<file path="src/rtl/mips_pkg.sv">
// Shared definitions for the MIPS memory stage: access-size encodings,
// memory-stage FSM states and size classification helpers.
package mips_pkg;

    localparam logic [2:0] MSZ_W  = 3'b000;
    localparam logic [2:0] MSZ_H  = 3'b001;
    localparam logic [2:0] MSZ_HU = 3'b010;
    localparam logic [2:0] MSZ_B  = 3'b011;
    localparam logic [2:0] MSZ_BU = 3'b100;

    typedef enum logic [1:0] {
        MS_IDLE = 2'd0,
        MS_REQ  = 2'd1,
        MS_DONE = 2'd2
    } mstate_e;

    function automatic logic is_half(input logic [2:0] sz);
        return (sz == MSZ_H) || (sz == MSZ_HU);
    endfunction

    function automatic logic is_byte(input logic [2:0] sz);
        return (sz == MSZ_B) || (sz == MSZ_BU);
    endfunction

endpackage

</file>
<file path="src/rtl/mem_access_stage_if.sv">
// Handshaked data-memory bus between the memory stage (master) and the
// data memory (slave). rdata is valid in the same cycle as ack.
interface mem_access_stage_if;
    logic        dmem_req;
    logic        dmem_we;
    logic [31:0] dmem_addr;
    logic [3:0]  dmem_be;
    logic [31:0] dmem_wdata;
    logic        dmem_ack;
    logic [31:0] dmem_rdata;

    modport master (
        output dmem_req, dmem_we, dmem_addr, dmem_be, dmem_wdata,
        input  dmem_ack, dmem_rdata
    );

    modport slave (
        input  dmem_req, dmem_we, dmem_addr, dmem_be, dmem_wdata,
        output dmem_ack, dmem_rdata
    );
endinterface

</file>
<file path="src/rtl/mem_access_stage_load_extend.sv">
// Load data lane selection and sign/zero extension. Purely combinational.
module load_extend
    import mips_pkg::*;
(
    input  logic [2:0]  size,
    input  logic [1:0]  lane,
    input  logic [31:0] rdata,
    output logic [31:0] data
);

    logic signed [15:0] half_s;
    logic signed [7:0]  byte_s;

    // Pick the addressed half/byte, then extend according to the access size
    always_comb begin
        half_s = rdata[{lane[1], 4'b0000} +: 16];
        byte_s = rdata[{lane, 3'b000} +: 8];
        case (size)
            MSZ_H:   data = 32'(half_s);
            MSZ_HU:  data = {16'h0000, half_s};
            MSZ_B:   data = 32'(byte_s);
            MSZ_BU:  data = {24'h000000, byte_s};
            default: data = rdata;
        endcase
    end

endmodule

</file>
<file path="src/rtl/mem_access_stage.sv">
// Memory stage of the 5-stage MIPS pipeline: issues loads/stores on a
// handshaked data bus through an IDLE/REQ/DONE FSM, stalls the pipeline
// while an access is outstanding, and extends load data for writeback.
module mem_access_stage
    import mips_pkg::*;
#(
    parameter int unsigned TIMEOUT_CYCLES = 255
) (
    input  logic                       clk,
    input  logic                       rst_n,
    input  logic                       MemReadM,
    input  logic                       MemWriteM,
    input  logic [2:0]                 MemSizeM,
    input  logic                       RegWriteM,
    input  logic [31:0]                ALUOutM,
    input  logic [31:0]                WriteDataM,
    output logic                       RegWriteOutM,
    output logic [31:0]                ReadDataM,
    output logic                       StallM,
    output logic                       AddrErrM,
    output logic                       BusErrM,
    mem_access_stage_if.master         dmem
);

    localparam logic [7:0] CNT_LAST = 8'(TIMEOUT_CYCLES - 1);

    mstate_e     state_q, state_d;
    logic        req_q, req_d;
    logic        we_q, we_d;
    logic [31:0] addr_q, addr_d;
    logic [3:0]  be_q, be_d;
    logic [31:0] wdata_q, wdata_d;
    logic [31:0] rdata_q, rdata_d;
    logic [7:0]  cnt_q, cnt_d;
    logic        bus_err_q, bus_err_d;

    logic        access;
    logic        aligned;
    logic [3:0]  be_calc;
    logic [31:0] wdata_calc;
    logic [31:0] ext_data;

    assign access = MemReadM | MemWriteM;

    // Alignment check and little-endian byte-lane / store-data replication
    always_comb begin
        if (is_half(MemSizeM)) begin
            aligned    = ~ALUOutM[0];
            be_calc    = ALUOutM[1] ? 4'b1100 : 4'b0011;
            wdata_calc = {2{WriteDataM[15:0]}};
        end else if (is_byte(MemSizeM)) begin
            aligned    = 1'b1;
            be_calc    = 4'b0001 << ALUOutM[1:0];
            wdata_calc = {4{WriteDataM[7:0]}};
        end else begin
            aligned    = (ALUOutM[1:0] == 2'b00);
            be_calc    = 4'b1111;
            wdata_calc = WriteDataM;
        end
    end

    // EX/MEM inputs are frozen by StallM, so they still describe the access
    // when the ack arrives and can drive the extender directly.
    load_extend u_load_extend (
        .size  (MemSizeM),
        .lane  (ALUOutM[1:0]),
        .rdata (dmem.dmem_rdata),
        .data  (ext_data)
    );

    // Next-state, bus request fields, stall and error generation
    always_comb begin
        state_d   = state_q;
        req_d     = req_q;
        we_d      = we_q;
        addr_d    = addr_q;
        be_d      = be_q;
        wdata_d   = wdata_q;
        rdata_d   = rdata_q;
        cnt_d     = cnt_q;
        bus_err_d = bus_err_q;
        StallM    = 1'b0;
        AddrErrM  = 1'b0;
        case (state_q)
            MS_IDLE: begin
                bus_err_d = 1'b0;
                if (access) begin
                    if (aligned) begin
                        // Both strobes high is illegal; it degrades to a store
                        we_d    = MemWriteM;
                        addr_d  = {ALUOutM[31:2], 2'b00};
                        be_d    = be_calc;
                        wdata_d = wdata_calc;
                        req_d   = 1'b1;
                        cnt_d   = 8'd0;
                        state_d = MS_REQ;
                        StallM  = 1'b1;
                    end else begin
                        AddrErrM = 1'b1;
                    end
                end
            end
            MS_REQ: begin
                StallM = 1'b1;
                if (dmem.dmem_ack) begin
                    req_d = 1'b0;
                    if (!we_q) begin
                        rdata_d = ext_data;
                    end
                    state_d = MS_DONE;
                end else if (cnt_q == CNT_LAST) begin
                    req_d     = 1'b0;
                    bus_err_d = 1'b1;
                    rdata_d   = 32'h0;
                    state_d   = MS_DONE;
                end else begin
                    cnt_d = cnt_q + 8'd1;
                end
            end
            MS_DONE: begin
                // Stall released so M/W captures; never re-issue from here
                state_d   = MS_IDLE;
                bus_err_d = 1'b0;
            end
            default: begin
                state_d = MS_IDLE;
                req_d   = 1'b0;
            end
        endcase
    end

    // State and registered bus/result flops
    always_ff @(posedge clk or negedge rst_n) begin
        if (!rst_n) begin
            state_q   <= MS_IDLE;
            req_q     <= 1'b0;
            we_q      <= 1'b0;
            addr_q    <= 32'h0;
            be_q      <= 4'h0;
            wdata_q   <= 32'h0;
            rdata_q   <= 32'h0;
            cnt_q     <= 8'd0;
            bus_err_q <= 1'b0;
        end else begin
            state_q   <= state_d;
            req_q     <= req_d;
            we_q      <= we_d;
            addr_q    <= addr_d;
            be_q      <= be_d;
            wdata_q   <= wdata_d;
            rdata_q   <= rdata_d;
            cnt_q     <= cnt_d;
            bus_err_q <= bus_err_d;
        end
    end

    assign dmem.dmem_req   = req_q;
    assign dmem.dmem_we    = we_q;
    assign dmem.dmem_addr  = addr_q;
    assign dmem.dmem_be    = be_q;
    assign dmem.dmem_wdata = wdata_q;

    assign ReadDataM    = rdata_q;
    assign BusErrM      = bus_err_q;
    assign RegWriteOutM = RegWriteM & ~AddrErrM & ~((state_q == MS_DONE) & bus_err_q);

endmodule

</file>
<file path="src/flat_wrapper.sv">
// flat-port wrapper written by rule: the top's interface ports become plain ports
module mem_access_stage_flat import mips_pkg::*;
#(
    parameter int unsigned TIMEOUT_CYCLES = 255
)
  (clk, rst_n, MemReadM, MemWriteM, MemSizeM, RegWriteM, ALUOutM, WriteDataM, RegWriteOutM, ReadDataM, StallM, AddrErrM, BusErrM, dmem_dmem_req, dmem_dmem_we, dmem_dmem_addr, dmem_dmem_be, dmem_dmem_wdata, dmem_dmem_ack, dmem_dmem_rdata);
  mem_access_stage_if dmem_i ();
  input  logic clk;
  input  logic rst_n;
  input  logic MemReadM;
  input  logic MemWriteM;
  input  logic [2:0] MemSizeM;
  input  logic RegWriteM;
  input  logic [31:0] ALUOutM;
  input  logic [31:0] WriteDataM;
  output logic RegWriteOutM;
  output logic [31:0] ReadDataM;
  output logic StallM;
  output logic AddrErrM;
  output logic BusErrM;
  output wire logic [$bits(dmem_i.dmem_req)-1:0] dmem_dmem_req;
  output wire logic [$bits(dmem_i.dmem_we)-1:0] dmem_dmem_we;
  output wire logic [$bits(dmem_i.dmem_addr)-1:0] dmem_dmem_addr;
  output wire logic [$bits(dmem_i.dmem_be)-1:0] dmem_dmem_be;
  output wire logic [$bits(dmem_i.dmem_wdata)-1:0] dmem_dmem_wdata;
  input wire logic [$bits(dmem_i.dmem_ack)-1:0] dmem_dmem_ack;
  input wire logic [$bits(dmem_i.dmem_rdata)-1:0] dmem_dmem_rdata;
  assign dmem_dmem_req = dmem_i.dmem_req;
  assign dmem_dmem_we = dmem_i.dmem_we;
  assign dmem_dmem_addr = dmem_i.dmem_addr;
  assign dmem_dmem_be = dmem_i.dmem_be;
  assign dmem_dmem_wdata = dmem_i.dmem_wdata;
  assign dmem_i.dmem_ack = dmem_dmem_ack;
  assign dmem_i.dmem_rdata = dmem_dmem_rdata;
  mem_access_stage #(.TIMEOUT_CYCLES(TIMEOUT_CYCLES)) u_core (.clk(clk), .rst_n(rst_n), .MemReadM(MemReadM), .MemWriteM(MemWriteM), .MemSizeM(MemSizeM), .RegWriteM(RegWriteM), .ALUOutM(ALUOutM), .WriteDataM(WriteDataM), .RegWriteOutM(RegWriteOutM), .ReadDataM(ReadDataM), .StallM(StallM), .AddrErrM(AddrErrM), .BusErrM(BusErrM), .dmem(dmem_i));
endmodule
</file>
<file path="config.mk">
export PLATFORM = sky130hd
export DESIGN_NAME = mem_access_stage_flat
export DESIGN_NICKNAME = d
export VERILOG_FILES = /design/src/rtl/mips_pkg.sv /design/src/rtl/mem_access_stage_if.sv /design/src/rtl/mem_access_stage_load_extend.sv /design/src/rtl/mem_access_stage.sv /design/src/flat_wrapper.sv
export SDC_FILE = /design/constraint.sdc
export NUM_CORES = 1
export LEC_CHECK = 0
export ABC_AREA = 0
export CAP_MARGIN = 20
export CORE_MARGIN = 8
export CORE_UTILIZATION = 44
export CTS_CLUSTER_SIZE = 24
export DETAILED_ROUTE_END_ITERATION = 8
export PLACE_DENSITY = 0.92
export RECOVER_POWER = 50
export SKIP_LAST_GASP = 1
export SLEW_MARGIN = 15
export SYNTH_ARGS = -nofsm -noshare
export SYNTH_HDL_FRONTEND = slang
export SYNTH_SLANG_ARGS = --single-unit
</file>
<file path="constraint.sdc">
create_clock -name clk -period 2 [get_ports clk]
set_clock_uncertainty 0.05 [all_clocks]
set_input_delay 0.4 -clock clk [delete_from_list [all_inputs] [get_ports clk]]
set_output_delay 0.4 -clock clk [all_outputs]
set_load 0.01 [all_outputs]
</file>
==> results.tsv, run 1 <==
metric	value	unit
row cnt	40	
post-synth top area share	52.3	%
WL final	17000	um
vias in the first global route	5157	
Placement Cell Area	7800	um2
synth cell count leaders	dfrtp_1 (111), nand2_1 (57), nor2_1 (57), mux2_1 (45), mux2_2 (32)	
drt pass-1 iters	4	
CP Buf/Inv Count	3	
Slew Limit Fails	0	
largest stage delay on the critical path	330	ps
worst-path fanout max	3	
Worst Tran Pin Value	1020	ps
max_slew headroom	32.2	%
Die H	126	um
global-route wire length before repair	27100	um
top_reg_cell synth	dfrtp_1	
GPL Wtd Cong	0.904	
critical path type	in -> out	
# diodes	0	
DRC Markers	0	
CTS tree	built	
delay-heaviest family, CP	buffers and inverters	
Nets	817	
CTS Root Cell	clkbuf_16	
final instance area	8140	um2
Clock Latency Late Sink	340	ps
Worst EP required	1550	ps
CTS sink count	111	
H-tree levels	3	
leading area contributor after synthesis	dfrtp_1	
width of the die	126	um
vias post-DR	4647	
FF+latch count, synth	111	
max-cap violation count	0	
largest net degree at the start of global routing	71	
Tcrit/Tclk final	97.1	%
DP Worst Slack	-698	ps
final hold violation count	0	
num ports	211	
Achievable Freq	0.515	GHz
pwr/cell area	1260	nW/um2
Layout area overhead	53.4	%
synth unique cells	48	
critical-path cell list	dlygate4sd2_1 > maj3_2 > o221ai_4 > nor2_2 > buf_4 > buf_6	
post-synth design cell area	5310	um2
DR vias/cell	5.39	
Slowest-stage cell, CP	maj3_2	
VDD IR-drop max	0.718	mV
Util after Layout	68.4	%
GR Util All Layers	21.3	%
status	completed	
share of layout cells above drive strength 1	16.6	%
PortBufs	208	
Mapped Cells	472	
Final setup violation count	0	
post-route ant nets	0	
Register-to-Register Setup Slack	110	ps
clock buffer count from CTS	9	
Seq/Total Area, Yosys	52.3	%
Area contributors post-synth	dfrtp_1 (52%), mux2_1 (9.5%), mux2_2 (6.8%)	
Ys Warns	0	
CTS Buffer Depth	2	
routed length per instance	19.7	um
post-detail-place hpwl	12900	um
Critical Path Sink Type	output port	
Startpoint Class	input pin	
Starting DRT DRC Count	272	
HP Class	reg -> reg	
CTS clk-pin slew, worst paths	70	ps
grt ovf	0	
core area	11900	um2
count leader, synth	dfrtp_1	
Die Area	15800	um2
initial antenna violation count	0	
share of flip-flops with an asynchronous set or reset	100	%
tightest hold margin	431	ps
unrepaired setup endpoints after global routing	no	
Worst Slack Setup Final	57.8	ps
Initial Util	44.6	%
number of flops mapped to enable cells by yosys	0	
fin crit period	1940	ps
Syn Area/Cell	11.3	um2
Arr. time, crit path	1490	ps
Static Leakage	0.00354	uW
logic make-up after synthesis:
family	count (synthesis)	synth area share, %
AOI/OAI and AO/OA	73	9.61
and+or+nand+nor	141	11.2
muxes	91	19.7
DFF	111	52.3
other	1	0.0706
adders and majority gates	3	0.683
buffers and inverters	43	4.83
xor gates and xnor gates	9	1.63
metrics by stage:
stage / TNS, ps / total power (uW) / std cells
3_5_place_dp: -54980 / 8610 / 842
5_1_grt: 0 / 10900 / 862
3_3_place_gp: -46850 / 8390 / 842
6_report: 0 / 10300 / 862
4_1_cts: 0 / 10600 / 863
2_1_floorplan: 0 / 5630 / 473
cell usage in the layout (no fill, tap or decap), types with 3 or more instances in the layout:
master,netlist,routed
a21oi_1,5,5
a2bb2oi_1,7,7
buf_12,0,4
buf_4,4,41
clkbuf_16,0,9
clkbuf_2,1,3
clkdlybuf4s50_1,0,150
dfrtp_1,111,111
dlygate4sd3_1,0,50
inv_1,10,10
mux2_1,45,45
mux2_2,32,32
mux2_4,5,5
mux2i_1,8,8
nand2_1,57,57
nand2b_1,4,4
nand3_1,5,5
nand4_1,3,3
nor2_1,57,56
nor3_1,6,6
o21ai_0,14,14
o21ai_1,10,10
o221ai_1,15,15
o22ai_1,9,9
xnor2_1,7,7
path summary, 6_finish.rpt:
path	from	to	depth (start not counted)
min in group asynchronous	rst_n	u_core.ReadDataM[20]	3
worst max register to register	u_core.state_q[1]	u_core.dmem.dmem_addr[29]	6
worst min register to register	u_core.dmem.dmem_addr[27]	u_core.dmem.dmem_addr[27]	1
max in group asynchronous	rst_n	u_core.dmem.dmem_wdata[12]	3
worst min-delay path	u_core.dmem.dmem_addr[27]	u_core.dmem.dmem_addr[27]	1
worst max-delay path	ALUOutM[0]	AddrErrM	6
worst register-to-register path: cells and delay by family (launching register included):
kind                   cells  cell delay [ps]
muxes                      1              420
and+or+nand+nor            2              350
DFF                        1              410
AOI/OAI and AO/OA          1              120
buffers and inverters      2              420
power by group:
part	internal, uW	switching, uW
Sequential	3260	566
Clock	1140	817
Combinational	2560	1940
Total	6960	3330
layout make-up:
class	count	area (um2)
Tap cell	147	184
Clock buffer	10	239
Sequential cell	111	2780
Fill cell	876	3770
Timing Repair Buffer	257	2480
Inverter	11	41.3
Clock inverter	6	92.6
Multi-Input combinational cell	320	2330
flip-flops by register name, indices dropped and copies added (netlist names):
register	cells
u_core.ReadDataM	32
u_core.dmem.dmem_addr	30
u_core.dmem.dmem_wdata	32
u_core.dmem.dmem_req	1
u_core.dmem.dmem_we	1
u_core.state_q	2
u_core.cnt_q	8
u_core.BusErrM	1
u_core.dmem.dmem_be	4
repair_timing:
action,CTS,global route
setup endpoints to repair,101,14
gates cloned,1,0
pin swaps,5,3
gates resized for setup,23,4
hold buffers,1,0
setup buffers,3,0
hold endpoints to repair,13,0
routing by layer:
layer | vias to the layer above | global-route usage, % | part of all wire, %
met5 | - | 0 | 0
met4 | 0 | 9.20 | 3.1
met3 | 42 | 7.55 | 9.5
met2 | 227 | 38.0 | 51
met1 | 2253 | 22.4 | 37
li1 | 2125 | - | -
(Power assumes the default switching activity.)
==> run 2: changes to the inputs <==
--- a/config.mk
+++ b/config.mk
@@ -7,7 +7,6 @@
 export LEC_CHECK = 0
 export ABC_AREA = 0
 export CAP_MARGIN = 20
-export CORE_MARGIN = 8
 export CORE_UTILIZATION = 44
 export CTS_CLUSTER_SIZE = 24
 export DETAILED_ROUTE_END_ITERATION = 8
==> results.tsv, run 2 (synthesized netlist as in run 1, its figures left out) <==
metric	value	unit	change
status	complete, but fails checks		
failing checks	DRC, capacitance limit, slew limit		
worst-path fanout max	16		+13
min-delay src	u_core.dmem.dmem_addr[16]		
H-tree levels	3		unchanged
post-route ant nets	0		unchanged
fin crit period	1970	ps	+32.2 ps
Clock Latency Late Sink	340	ps	about the same
HP Class	reg -> reg		
cts hold-fix bufs	0		-1
routed length per instance	18.2	um	-7.8%
drt pass-1 iters	9		+5
Worst Tran Pin Value	1540	ps	+523 ps
core area	11600	um2	-2.9%
Final setup violation count	0		unchanged
global-route wire length before repair	24800	um	-8.6%
vias post-DR	4616		-0.67%
Initial Util	45.9	%	+1.3 points
CTS tree	built		
post-detail-place hpwl	11500	um	-11%
Starting DRT DRC Count	326		+20%
DR vias/cell	5.41		+0.38%
num ports	211		unchanged
width of the die	112	um	-11%
GPL Wtd Cong	0.909		+0.61%
largest net degree at the start of global routing	112		+58%
path depth of the worst reg2reg path	6		unchanged
Nets	812		-0.61%
Static Leakage	0.00352	uW	-0.67%
Worst EP required	2150	ps	+600 ps
vias in the first global route	4981		-3.4%
PortBufs	208		unchanged
share of layout cells above drive strength 1	16.2	%	-0.45 points
Die Area	12500	um2	-21%
grt ovf	0		unchanged
final instance area	8130	um2	-0.22%
unrepaired setup endpoints after global routing	yes		
Worst Setup SP	ALUOutM[1]		
max-cap violation count	1		+1
Achievable Freq	0.506	GHz	-1.6%
Die H	112	um	-11%
most frequent cells in the layout	clkdlybuf4s50_1 (158), dfrtp_1 (111), nor2_1 (56), nand2_1 (56), mux2_1 (45)		
Slew Limit Fails	112		+112
WL final	15500	um	-8.7%
max_slew headroom	-2.67	%	-35 points
Arr. time, crit path	2130	ps	+640 ps
Worst Slack Setup Final	25.6	ps	-32.2 ps
critical path type	in -> reg		
DRC Markers	17		+17
Register-to-Register Setup Slack	170	ps	+60 ps
setup_tns	0	ps	unchanged
most common cell after layout, fill and taps aside	clkdlybuf4s50_1		
VDD IR-drop max	0.931	mV	+30%
CTS clk-pin slew, worst paths	70	ps	about the same
# diodes	0		unchanged
Placement Cell Area	7770	um2	-0.45%
pwr/cell area	1270	nW/um2	+0.17%
CTS sink count	111		unchanged
worst hold stages	1		unchanged
Startpoint Class	input pin		
final hold violation count	0		unchanged
CTS Root Cell	clkbuf_16		
clock buffer count from CTS	9		unchanged
GR Util All Layers	25.6	%	+4.2 points
Tcrit/Tclk final	98.7	%	+1.6 points
row cnt	39		-2.5%
critical register-to-register path startpoint	u_core.state_q[1]		
CTS Buffer Depth	2		unchanged
Layout area overhead	53.0	%	
DP Worst Slack	-660	ps	+38.4 ps
Critical Path Sink Type	flop		
initial antenna violation count	0		unchanged
[run 2: cell type report]
| class | instances | area, um2 |
|---|---|---|
| fill | 834 | 3440 |
| tap | 143 | 179 |
| clock inverter | 3 | 65.1 |
| clock buffer | 13 | 260 |
| timing repair buffer | 252 | 2450 |
| sequential | 111 | 2780 |
| inverter | 11 | 41.3 |
| multi-input combinational | 320 | 2350 |
[run 2: layer usage]
layer  up-vias  track usage [%]  wire length (um)
li1       2115                -                 -
met1      2253             28.6              5680
met2       218             45.2              8050
met3        30             7.46              1440
met4         0             11.1               357
met5         -                0                 0
[run 2: where the power goes]
part           internal (uW)  switching, uW
clock network           1170            787
registers               3260            561
logic                   2590           1910
[run 2: what timing repair did]
action / CTS / global route
pin swaps: 4 / 1
setup buffers: 4 / 0
cloned: 1 / 0
endpoints found under the setup margin: 91 / 19
resized for setup: 22 / 7
[run 2: critical path, stage by stage]
cell and delay (ps):
clkdlybuf4s50_1 540, buf_4 190, mux4_2 350, nor3_1 160, a21oi_1 80, o211ai_2 110
buf_12 170, o21ai_0 120
[run 2: per-stage QoR]
step	hold slack [ps]	instances	utilization, %	total power [uW]
after floorplan	54.4	473	-	5630
after global placement	411	834	67.2	8300
after detailed placement	421	834	67.2	8540
after CTS	105	854	70.5	10500
after global routing	448	853	70.3	10800
final	431	853	70.3	10300
[run 2: path summary, 6_finish.rpt]
| check | to |
|---|---|
| max reg2reg | u_core.dmem.dmem_addr[3] |
| max | u_core.ReadDataM[30] |
| min in group asynchronous | u_core.dmem.dmem_addr[30] |
| max in group asynchronous | u_core.dmem.dmem_be[3] |
| min reg2reg | u_core.dmem.dmem_addr[16] |
| min | u_core.dmem.dmem_addr[16] |
